**config.mk**
```make
export PLATFORM = sky130hd
export DESIGN_NAME = rice_core_id_stage_flat
export DESIGN_NICKNAME = d
export VERILOG_FILES = /design/src/rtl/rice_core_pkg.sv /design/src/rtl/rice_core_pipeline_if.sv /design/src/rtl/rice_core_register_file.sv /design/src/rtl/rice_core_id_stage.sv /design/src/flat_wrapper.sv
export SDC_FILE = /design/constraint.sdc
export NUM_CORES = 2
export LEC_CHECK = 0
export CAP_MARGIN = 20
export CORE_AREA = 2 2 305 367
export CTS_BUF_LIST = sky130_fd_sc_hd__clkbuf_8
export CTS_CLUSTER_SIZE = 16
export DETAILED_ROUTE_END_ITERATION = 12
export DIE_AREA = 0 0 307 369
export PLACE_DENSITY = 0.78
export SKIP_LAST_GASP = 1
export SYNTH_ARGS = -nofsm -noshare
export SYNTH_HDL_FRONTEND = slang
export SYNTH_SLANG_ARGS = --single-unit
export TNS_END_PERCENT = 100
```
**constraint.sdc**
```tcl
create_clock -name i_clk -period 4.3 [get_ports i_clk]
set_clock_uncertainty 0.05 [all_clocks]
set_input_delay 0.86 -clock i_clk [delete_from_list [all_inputs] [get_ports i_clk]]
set_output_delay 0.86 -clock i_clk [all_outputs]
set_load 0.05 [all_outputs]
```
**src/rtl/rice_core_pkg.sv**
```systemverilog
// rice_core_pkg: shared definitions for the rice core pipeline.
//   - opcode constants (RV32I major opcodes)
//   - rice_core_alu_op: ALU operation selected by the decoder
//   - rice_core_fmt: instruction encoding format, drives immediate extraction
//   - pipeline records: IF result, WB result, ID result
//   - get_imm(): sign-extended immediate for a given format
// Width-parameterised copies of the pipeline records are available through
// the RICE_CORE_DEFINE_TYPES(XLEN) macro for blocks that need XLEN != 32.

`define RICE_CORE_DEFINE_TYPES(XLEN) \
    typedef struct packed { \
        logic valid; logic [XLEN-1:0] pc; logic [31:0] inst; \
    } if_result_t; \
    typedef struct packed { \
        logic valid; logic [4:0] rd; logic [XLEN-1:0] value; \
    } wb_result_t; \
    typedef struct packed { \
        logic valid; logic [XLEN-1:0] pc; logic [31:0] inst; \
        logic [4:0] rd; logic rd_write; logic [4:0] rs1; logic [4:0] rs2; \
        logic [XLEN-1:0] rs1_value; logic [XLEN-1:0] rs2_value; logic [XLEN-1:0] imm; \
        rice_core_pkg::rice_core_alu_op alu_op; \
        logic is_load; logic is_store; logic is_branch; logic is_jal; logic is_jalr; \
        logic illegal; \
    } id_result_t;

package rice_core_pkg;

    localparam int RICE_XLEN = 32;

    localparam logic [6:0] OPC_LUI      = 7'b0110111;
    localparam logic [6:0] OPC_AUIPC    = 7'b0010111;
    localparam logic [6:0] OPC_JAL      = 7'b1101111;
    localparam logic [6:0] OPC_JALR     = 7'b1100111;
    localparam logic [6:0] OPC_BRANCH   = 7'b1100011;
    localparam logic [6:0] OPC_LOAD     = 7'b0000011;
    localparam logic [6:0] OPC_STORE    = 7'b0100011;
    localparam logic [6:0] OPC_OP_IMM   = 7'b0010011;
    localparam logic [6:0] OPC_OP       = 7'b0110011;
    localparam logic [6:0] OPC_MISC_MEM = 7'b0001111;
    localparam logic [6:0] OPC_SYSTEM   = 7'b1110011;

    typedef enum logic [3:0] {
        ALU_ADD,
        ALU_SUB,
        ALU_SLL,
        ALU_SLT,
        ALU_SLTU,
        ALU_XOR,
        ALU_SRL,
        ALU_SRA,
        ALU_OR,
        ALU_AND
    } rice_core_alu_op;

    // FMT_X marks an unsupported encoding (no immediate, no operands)
    typedef enum logic [2:0] {
        FMT_R,
        FMT_I,
        FMT_S,
        FMT_B,
        FMT_U,
        FMT_J,
        FMT_X
    } rice_core_fmt;

    typedef struct packed {
        logic                 valid;
        logic [RICE_XLEN-1:0] pc;
        logic [31:0]          inst;
    } rice_core_if_result;

    typedef struct packed {
        logic                 valid;
        logic [4:0]           rd;
        logic [RICE_XLEN-1:0] value;
    } rice_core_wb_result;

    typedef struct packed {
        logic                 valid;
        logic [RICE_XLEN-1:0] pc;
        logic [31:0]          inst;
        logic [4:0]           rd;
        logic                 rd_write;
        logic [4:0]           rs1;
        logic [4:0]           rs2;
        logic [RICE_XLEN-1:0] rs1_value;
        logic [RICE_XLEN-1:0] rs2_value;
        logic [RICE_XLEN-1:0] imm;
        rice_core_alu_op      alu_op;
        logic                 is_load;
        logic                 is_store;
        logic                 is_branch;
        logic                 is_jal;
        logic                 is_jalr;
        logic                 illegal;
    } rice_core_id_result;

    // Only inst[31:7] carries immediate bits; the opcode field is not needed.
    function automatic logic [31:0] get_imm(input logic [31:7] inst, input rice_core_fmt fmt);
        logic [31:0] imm;
        case (fmt)
            FMT_I:   imm = {{20{inst[31]}}, inst[31:20]};
            FMT_S:   imm = {{20{inst[31]}}, inst[31:25], inst[11:7]};
            FMT_B:   imm = {{19{inst[31]}}, inst[31], inst[7], inst[30:25], inst[11:8], 1'b0};
            FMT_U:   imm = {inst[31:12], 12'b0};
            FMT_J:   imm = {{11{inst[31]}}, inst[31], inst[19:12], inst[20], inst[30:21], 1'b0};
            default: imm = '0;
        endcase
        return imm;
    endfunction

endpackage

```
**src/rtl/rice_core_pipeline_if.sv**
```systemverilog
// rice_core_pipeline_if: IF/ID/EX/WB handshake bundle seen by the decode stage.
//   if_result  IF -> ID   {valid, pc, inst}
//   stall      ID -> IF   hold the current head entry
//   flush      EX -> ID   kill the instruction in ID
//   ex_stall   EX -> ID   EX cannot take a new id_result
//   wb_result  WB -> ID   {valid, rd, value} register write-back
//   id_result  ID -> EX   registered decode record

interface rice_core_pipeline_if;

    rice_core_pkg::rice_core_if_result if_result;
    logic                              stall;
    logic                              flush;
    logic                              ex_stall;
    rice_core_pkg::rice_core_wb_result wb_result;
    rice_core_pkg::rice_core_id_result id_result;

    modport id_stage (
        input  if_result,
        input  flush,
        input  ex_stall,
        input  wb_result,
        output stall,
        output id_result
    );

endinterface

```
**src/rtl/rice_core_register_file.sv**
```systemverilog
// rice_core_register_file: 32 x XLEN integer register file.
//   i_clk, i_rst_n     clock, synchronous active-low reset (clears all entries)
//   rs1, rs2           read addresses
//   rs1_value/rs2_value combinational read data; x0 reads 0
//   we, rd, rd_value   write port; writes to x0 are dropped
// A read of the register being written this cycle returns rd_value, so the
// decode register captures the value that lands on the same edge.

module rice_core_register_file #(
    parameter int XLEN = 32
) (
    input  logic            i_clk,
    input  logic            i_rst_n,
    input  logic [4:0]      rs1,
    input  logic [4:0]      rs2,
    output logic [XLEN-1:0] rs1_value,
    output logic [XLEN-1:0] rs2_value,
    input  logic            we,
    input  logic [4:0]      rd,
    input  logic [XLEN-1:0] rd_value
);

    logic [XLEN-1:0] regs [32];

    always_ff @(posedge i_clk) begin
        if (!i_rst_n) begin
            for (int i = 0; i < 32; i++) regs[i] <= '0;
        end else if (we && rd != 5'd0) begin
            regs[rd] <= rd_value;
        end
    end

    // rs != 0 together with rd == rs already excludes a bypass of x0
    always_comb begin
        rs1_value = '0;
        rs2_value = '0;
        if (rs1 != 5'd0) rs1_value = (we && rd == rs1) ? rd_value : regs[rs1];
        if (rs2 != 5'd0) rs2_value = (we && rd == rs2) ? rd_value : regs[rs2];
    end

endmodule

```
**src/rtl/rice_core_id_stage.sv**
```systemverilog
// rice_core_id_stage: RV32I instruction decode stage.
//   i_clk       core clock
//   i_rst_n     synchronous active-low reset
//   i_enable    core enable; low squashes id_result.valid and blocks RF writes
//   pipeline_if id_stage modport: if_result/flush/ex_stall/wb_result in,
//               stall/id_result out
// Decodes the IF head combinationally, reads operands from the internal
// register file and registers the result for EX. Owns IF back-pressure,
// load-use bubbles and flush squashing of the decode register.

module rice_core_id_stage
    import rice_core_pkg::*;
#(
    parameter int XLEN = 32
) (
    input  logic                  i_clk,
    input  logic                  i_rst_n,
    input  logic                  i_enable,
    rice_core_pipeline_if.id_stage pipeline_if
);

    rice_core_if_result if_result;
    rice_core_wb_result wb_result;
    rice_core_id_result dec;
    rice_core_id_result id_q;
    rice_core_fmt       fmt;
    logic               uses_rs1;
    logic               uses_rs2;
    logic [XLEN-1:0]    rf_rs1_value;
    logic [XLEN-1:0]    rf_rs2_value;
    logic               rf_we;
    logic               hold;
    logic               load_use;

    assign if_result = pipeline_if.if_result;
    assign wb_result = pipeline_if.wb_result;
    assign rf_we     = i_enable && wb_result.valid;

    rice_core_register_file #(
        .XLEN(XLEN)
    ) u_rf (
        .i_clk    (i_clk),
        .i_rst_n  (i_rst_n),
        .rs1      (if_result.inst[19:15]),
        .rs2      (if_result.inst[24:20]),
        .rs1_value(rf_rs1_value),
        .rs2_value(rf_rs2_value),
        .we       (rf_we),
        .rd       (wb_result.rd),
        .rd_value (wb_result.value)
    );

    // inst[30] selects SUB for register ops and SRA for both shift forms;
    // ADDI ignores it because that bit is part of its immediate.
    function automatic rice_core_alu_op alu_decode(input logic [2:0] funct3,
                                                   input logic alt,
                                                   input logic is_reg);
        case (funct3)
            3'd0:    return (alt && is_reg) ? ALU_SUB : ALU_ADD;
            3'd1:    return ALU_SLL;
            3'd2:    return ALU_SLT;
            3'd3:    return ALU_SLTU;
            3'd4:    return ALU_XOR;
            3'd5:    return alt ? ALU_SRA : ALU_SRL;
            3'd6:    return ALU_OR;
            default: return ALU_AND;
        endcase
    endfunction

    // Decoder. Every opcode constant ends in 2'b11, so a compressed-looking
    // encoding falls through to FMT_X and is flagged illegal.
    always_comb begin
        dec           = '0;
        fmt           = FMT_X;
        dec.valid     = if_result.valid;
        dec.pc        = if_result.pc;
        dec.inst      = if_result.inst;
        dec.rd        = if_result.inst[11:7];
        dec.rs1       = if_result.inst[19:15];
        dec.rs2       = if_result.inst[24:20];
        dec.rs1_value = rf_rs1_value;
        dec.rs2_value = rf_rs2_value;
        dec.alu_op    = ALU_ADD;
        case (if_result.inst[6:0])
            OPC_LUI, OPC_AUIPC: fmt = FMT_U;
            OPC_JAL: begin
                fmt        = FMT_J;
                dec.is_jal = 1'b1;
            end
            OPC_JALR: begin
                fmt         = FMT_I;
                dec.is_jalr = 1'b1;
            end
            OPC_BRANCH: begin
                fmt           = FMT_B;
                dec.is_branch = 1'b1;
            end
            OPC_LOAD: begin
                fmt         = FMT_I;
                dec.is_load = 1'b1;
            end
            OPC_STORE: begin
                fmt          = FMT_S;
                dec.is_store = 1'b1;
            end
            OPC_OP_IMM: begin
                fmt        = FMT_I;
                dec.alu_op = alu_decode(if_result.inst[14:12], if_result.inst[30], 1'b0);
            end
            OPC_OP: begin
                fmt        = FMT_R;
                dec.alu_op = alu_decode(if_result.inst[14:12], if_result.inst[30], 1'b1);
            end
            OPC_MISC_MEM, OPC_SYSTEM: fmt = FMT_I;
            default: ;
        endcase
        dec.illegal  = (fmt == FMT_X);
        dec.imm      = get_imm(if_result.inst[31:7], fmt);
        // S and B formats have no destination; the rd field holds imm bits
        dec.rd_write = (fmt inside {FMT_R, FMT_I, FMT_U, FMT_J}) && (dec.rd != 5'd0);
        uses_rs1     = fmt inside {FMT_R, FMT_I, FMT_S, FMT_B};
        uses_rs2     = fmt inside {FMT_R, FMT_S, FMT_B};
    end

    assign hold     = pipeline_if.ex_stall && id_q.valid;
    assign load_use = if_result.valid && id_q.valid && id_q.is_load && (id_q.rd != 5'd0) &&
                      ((uses_rs1 && dec.rs1 == id_q.rd) || (uses_rs2 && dec.rs2 == id_q.rd));

    // Deliberately independent of flush: IF drops its FIFO on flush anyway.
    assign pipeline_if.stall = if_result.valid && (hold || load_use);

    always_ff @(posedge i_clk) begin
        if (!i_rst_n) begin
            id_q <= '0;
        end else if (!i_enable || pipeline_if.flush) begin
            id_q.valid <= 1'b0;
        end else if (hold) begin
            // A held instruction must still see write-backs that land while it waits.
            if (wb_result.valid && wb_result.rd != 5'd0 && wb_result.rd == id_q.rs1)
                id_q.rs1_value <= wb_result.value;
            if (wb_result.valid && wb_result.rd != 5'd0 && wb_result.rd == id_q.rs2)
                id_q.rs2_value <= wb_result.value;
        end else if (load_use) begin
            id_q.valid <= 1'b0;
        end else begin
            id_q <= dec;
        end
    end

    assign pipeline_if.id_result = id_q;

endmodule

```
**src/flat_wrapper.sv**
```systemverilog
// flat-port wrapper written by rule: the top's interface ports become plain ports
module rice_core_id_stage_flat import rice_core_pkg::*;
#(
    parameter int XLEN = 32
)
  (i_clk, i_rst_n, i_enable, pipeline_if_if_result, pipeline_if_flush, pipeline_if_ex_stall, pipeline_if_wb_result, pipeline_if_stall, pipeline_if_id_result);
  rice_core_pipeline_if pipeline_if_i ();
  input  logic i_clk;
  input  logic i_rst_n;
  input  logic i_enable;
  input wire logic [$bits(pipeline_if_i.if_result)-1:0] pipeline_if_if_result;
  input wire logic [$bits(pipeline_if_i.flush)-1:0] pipeline_if_flush;
  input wire logic [$bits(pipeline_if_i.ex_stall)-1:0] pipeline_if_ex_stall;
  input wire logic [$bits(pipeline_if_i.wb_result)-1:0] pipeline_if_wb_result;
  output wire logic [$bits(pipeline_if_i.stall)-1:0] pipeline_if_stall;
  output wire logic [$bits(pipeline_if_i.id_result)-1:0] pipeline_if_id_result;
  assign pipeline_if_i.if_result = pipeline_if_if_result;
  assign pipeline_if_i.flush = pipeline_if_flush;
  assign pipeline_if_i.ex_stall = pipeline_if_ex_stall;
  assign pipeline_if_i.wb_result = pipeline_if_wb_result;
  assign pipeline_if_stall = pipeline_if_i.stall;
  assign pipeline_if_id_result = pipeline_if_i.id_result;
  rice_core_id_stage #(.XLEN(XLEN)) u_core (.i_clk(i_clk), .i_rst_n(i_rst_n), .i_enable(i_enable), .pipeline_if(pipeline_if_i));
endmodule
```
==> results.json <==
{
  "status": "finished clean",
  "r2r_cells": 9,
  "synth_edf_count": 1024,
  "p_per_area_nw_per_um2": 370.5,
  "finalHoldViolations": 0,
  "synth.distinct_cells": 64,
  "viasPerCell": 6.720,
  "stdcell_count": 6391,
  "avgSynthCellArea_um2": 13.64,
  "clockRootBuffer": "clkbuf_8",
  "startpoint_type": "input pin",
  "r2r_start": "u_core.pipeline_if.id_result[120]$_SDFFE_PN0P_",
  "drt-initial-drc-count": 5525,
  "max_cap_violations": 0,
  "min_period_ps": 3919,
  "cts_made_buffers": 182,
  "postCtsResizedCells": 0,
  "holdPathEnd": "u_core.pipeline_if.id_result[111]$_SDFFE_PN0P_",
  "r2r_end": "u_core.pipeline_if.id_result[83]$_SDFFE_PN0P_",
  "rsz0062_at_grt": "false",
  "ant_nets": 0,
  "ys.flop_type": "edfxtp_1",
  "timing_worst_setup_path_type": "in2out",
  "io_buffers": 295,
  "htreeDepth": 4,
  "insertion_delay_ps": 930,
  "end_kind": "output pin",
  "pwr-share-clk_pct": 35.1,
  "fillers": 7657,
  "coreArea_um2": 109500,
  "path_cells": "clkdlybuf4s50_1 -> nand3_1 -> o32a_4 -> a21oi_4 -> o21ai_1 -> and2_1 -> buf_12",
  "grt_pass1_wl_mm": 281.1,
  "finalWirelength_mm": 194.3,
  "worstHoldPathType": "in2reg",
  "pin_count": 296,
  "initial_core_util_pct": 56.64,
  "grt-ovfl-total": 0,
  "worstMarginPinSlew_ps": 1128,
  "syn_area_um2": 62020,
  "final_layout_size_suffix_gt1_share_pct": 21.47,
  "areaGrowthSynthToFinish_pct": 15.27,
  "slew_headroom_pct": 24.63,
  "fmax_mhz": 255.2,
  "clock_path_buffers": 3,
  "critPathMaxFanout": 11,
  "sequentialPowerShare_pct": 51.2,
  "first_global_vias": 43120,
  "setup_viol": 0,
  "yosys_register_bits": 1196,
  "arrival_ps": 3010,
  "vdd_drop_max_v": 0.0003157,
  "power.internal_mw": 19.39,
  "drcViolationCount": 0,
  "crit_slowest_cell": "clkdlybuf4s50_1",
  "fin_crit_sh_pct": 91.13,
  "power.switching_mw": 7.101,
  "wl_per_cell_um": 30.40,
  "slew_viol_final": 0,
  "min_path_cells": 3,
  "grt_max_degree": 107,
  "cp.required_ps": 3390,
  "holdBufCountCts": 0,
  "vias": 42950,
  "first_pass_iters": 9,
  "cpPeakStageDelay_ps": 790,
  "cts_sinks": 1196,
  "synthCells": 4546,
  "rows": 133,
  "die_h_um": 369,
  "synth_warnings": 0,
  "dieArea_um2": 113300,
  "dp_hpwl_mm": 126.0,
  "gp_congestion": 0.9235,
  "path_clk_slew_ps": 60,
  "combPwrFrac_pct": 13.7,
  "finish.utilization_pct": 65.29,
  "post_cts_buffers": 0,
  "reg2reg_slack_ps": 1490,
  "ys_seq_area_share_pct": 55.13,
  "cellLeakagePower_nw": 24.97,
  "nNetsFinal": 4921,
  "swShare_pct": 26.80,
  "multiInputGateArea_um2": 26480,
  "async_flop_share_pct": 0,
  "track_usage_pct": 34.21,
  "numPlacedInstances": 6041,
  "hold_path.startpoint": "pipeline_if_if_result[15]",
  "seqCellArea_um2": 34190,
  "fp.dieW_um": 307,
  "cts_tree": "done",
  "antenna_found_initial": 9
}
## critical path, delay by kind of cell
family,cells,cell delay [ps]
buffers and inverters,2,950
AOI/OAI and AO/OA,3,670
and+or+nand+nor,2,510
## layout make-up
cell class              count  area share (%)
repair buffers            545           7.650
clock buffers             211           4.062
clock inverters           129          0.9171
diodes                      5         0.01750
well taps                1417           2.480
flip-flops and latches   1196           47.83
multi-input cells        2886           37.03
inverters                   2         0.01400
## cell usage in the layout (no fill, tap or decap), types with 79 or more instances in the layout
master           synthesis  routed
edfxtp_1              1024    1024
and2_1                 997     997
mux4_2                 448     448
clkdlybuf4s50_1          0     287
clkbuf_8                 0     211
buf_4                   19     204
mux2i_1                192     192
dfxtp_1                172     172
nand2_1                166     166
a22oi_1                165     165
a21oi_1                132     131
nand2b_1               103     102
o21ai_0                110      79
## layer usage
| metal | part of all wire, % | global-route usage (%) | up-vias |
|---|---|---|---|
| li1 | - | - | 17690 |
| met1 | 33 | 42.05 | 21220 |
| met2 | 48 | 55.98 | 3349 |
| met3 | 13 | 8.848 | 692 |
| met4 | 5.6 | 17.80 | 2 |
| met5 | 0.0067 | 0 | - |
## cell families (layout without fill, tap and decap cells)
group,count (synthesis),after routing,share of synthesized area (%)
compound gates,680,680,7.626
xor+xnor,30,30,0.4236
buf+inv,495,887,3.335
flops,1196,1196,55.13
mux,641,641,19.39
other cells,1,37,0.006046
simple gates,1503,1503,14.09
## per-stage QoR
step           power (mW)  hold WS, ps  setup slack (ps)  setup TNS (ps)  instance area, µm²
6_report            26.49        275.4             381.4               0               71490
5_1_grt             27.18        267.5             235.5               0               71490
3_3_place_gp        17.21        390.4             436.7               0               67770
4_1_cts             26.43        205.1             434.5               0               71360
3_5_place_dp        17.32        396.5             444.8               0               67800
2_1_floorplan       15.92        617.4            -315.1         -277910               62140
## sequential cells by signal, indices dropped and copies added, names as in the netlist
register / flops
u_core.u_rf.regs: 1024
u_core.pipeline_if.id_result: 172
## worst max path at each step
stage                              startpoint  slack (ps)  depth (start not counted)                                            end
finish               pipeline_if_if_result[2]         380                          7                              pipeline_if_stall
CTS                  pipeline_if_if_result[6]         430                          8                              pipeline_if_stall
global route         pipeline_if_if_result[2]         240                          8                              pipeline_if_stall
detailed placement  pipeline_if_wb_result[32]         440                          9  u_core.pipeline_if.id_result[47]$_SDFFE_PN0P_
floorplan                             i_rst_n        -320                          6          u_core.u_rf.regs[31][0]$_SDFFCE_PN0P_
global placement     pipeline_if_if_result[6]         440                          8                              pipeline_if_stall
## power by group through the flow
stage               clock network (mW)  logic [mW]  registers [mW]
floorplan                            0        1.97            13.9
global placement                     0        3.51            13.7
detailed placement                   0        3.55            13.8
CTS                               9.34        3.56            13.5
global route                      9.82        3.76            13.6
finish                            9.30        3.64            13.6
## synth_stat cells, types with 91 or more instances
| cell type | number | area, µm² |
|---|---|---|
| edfxtp_1 | 1024 | 30750 |
| and2_1 | 997 | 6237 |
| mux4_2 | 448 | 10090 |
| clkbuf_1 | 356 | 1336 |
| mux2i_1 | 192 | 1922 |
| dfxtp_1 | 172 | 3443 |
| nand2_1 | 166 | 623.1 |
| a22oi_1 | 165 | 1239 |
| a21oi_1 | 132 | 660.6 |
| o21ai_0 | 110 | 550.5 |
| nand2b_1 | 103 | 644.4 |
| nor2_1 | 91 | 341.6 |
No activity file was read; power rests on OpenSTA's default activity.
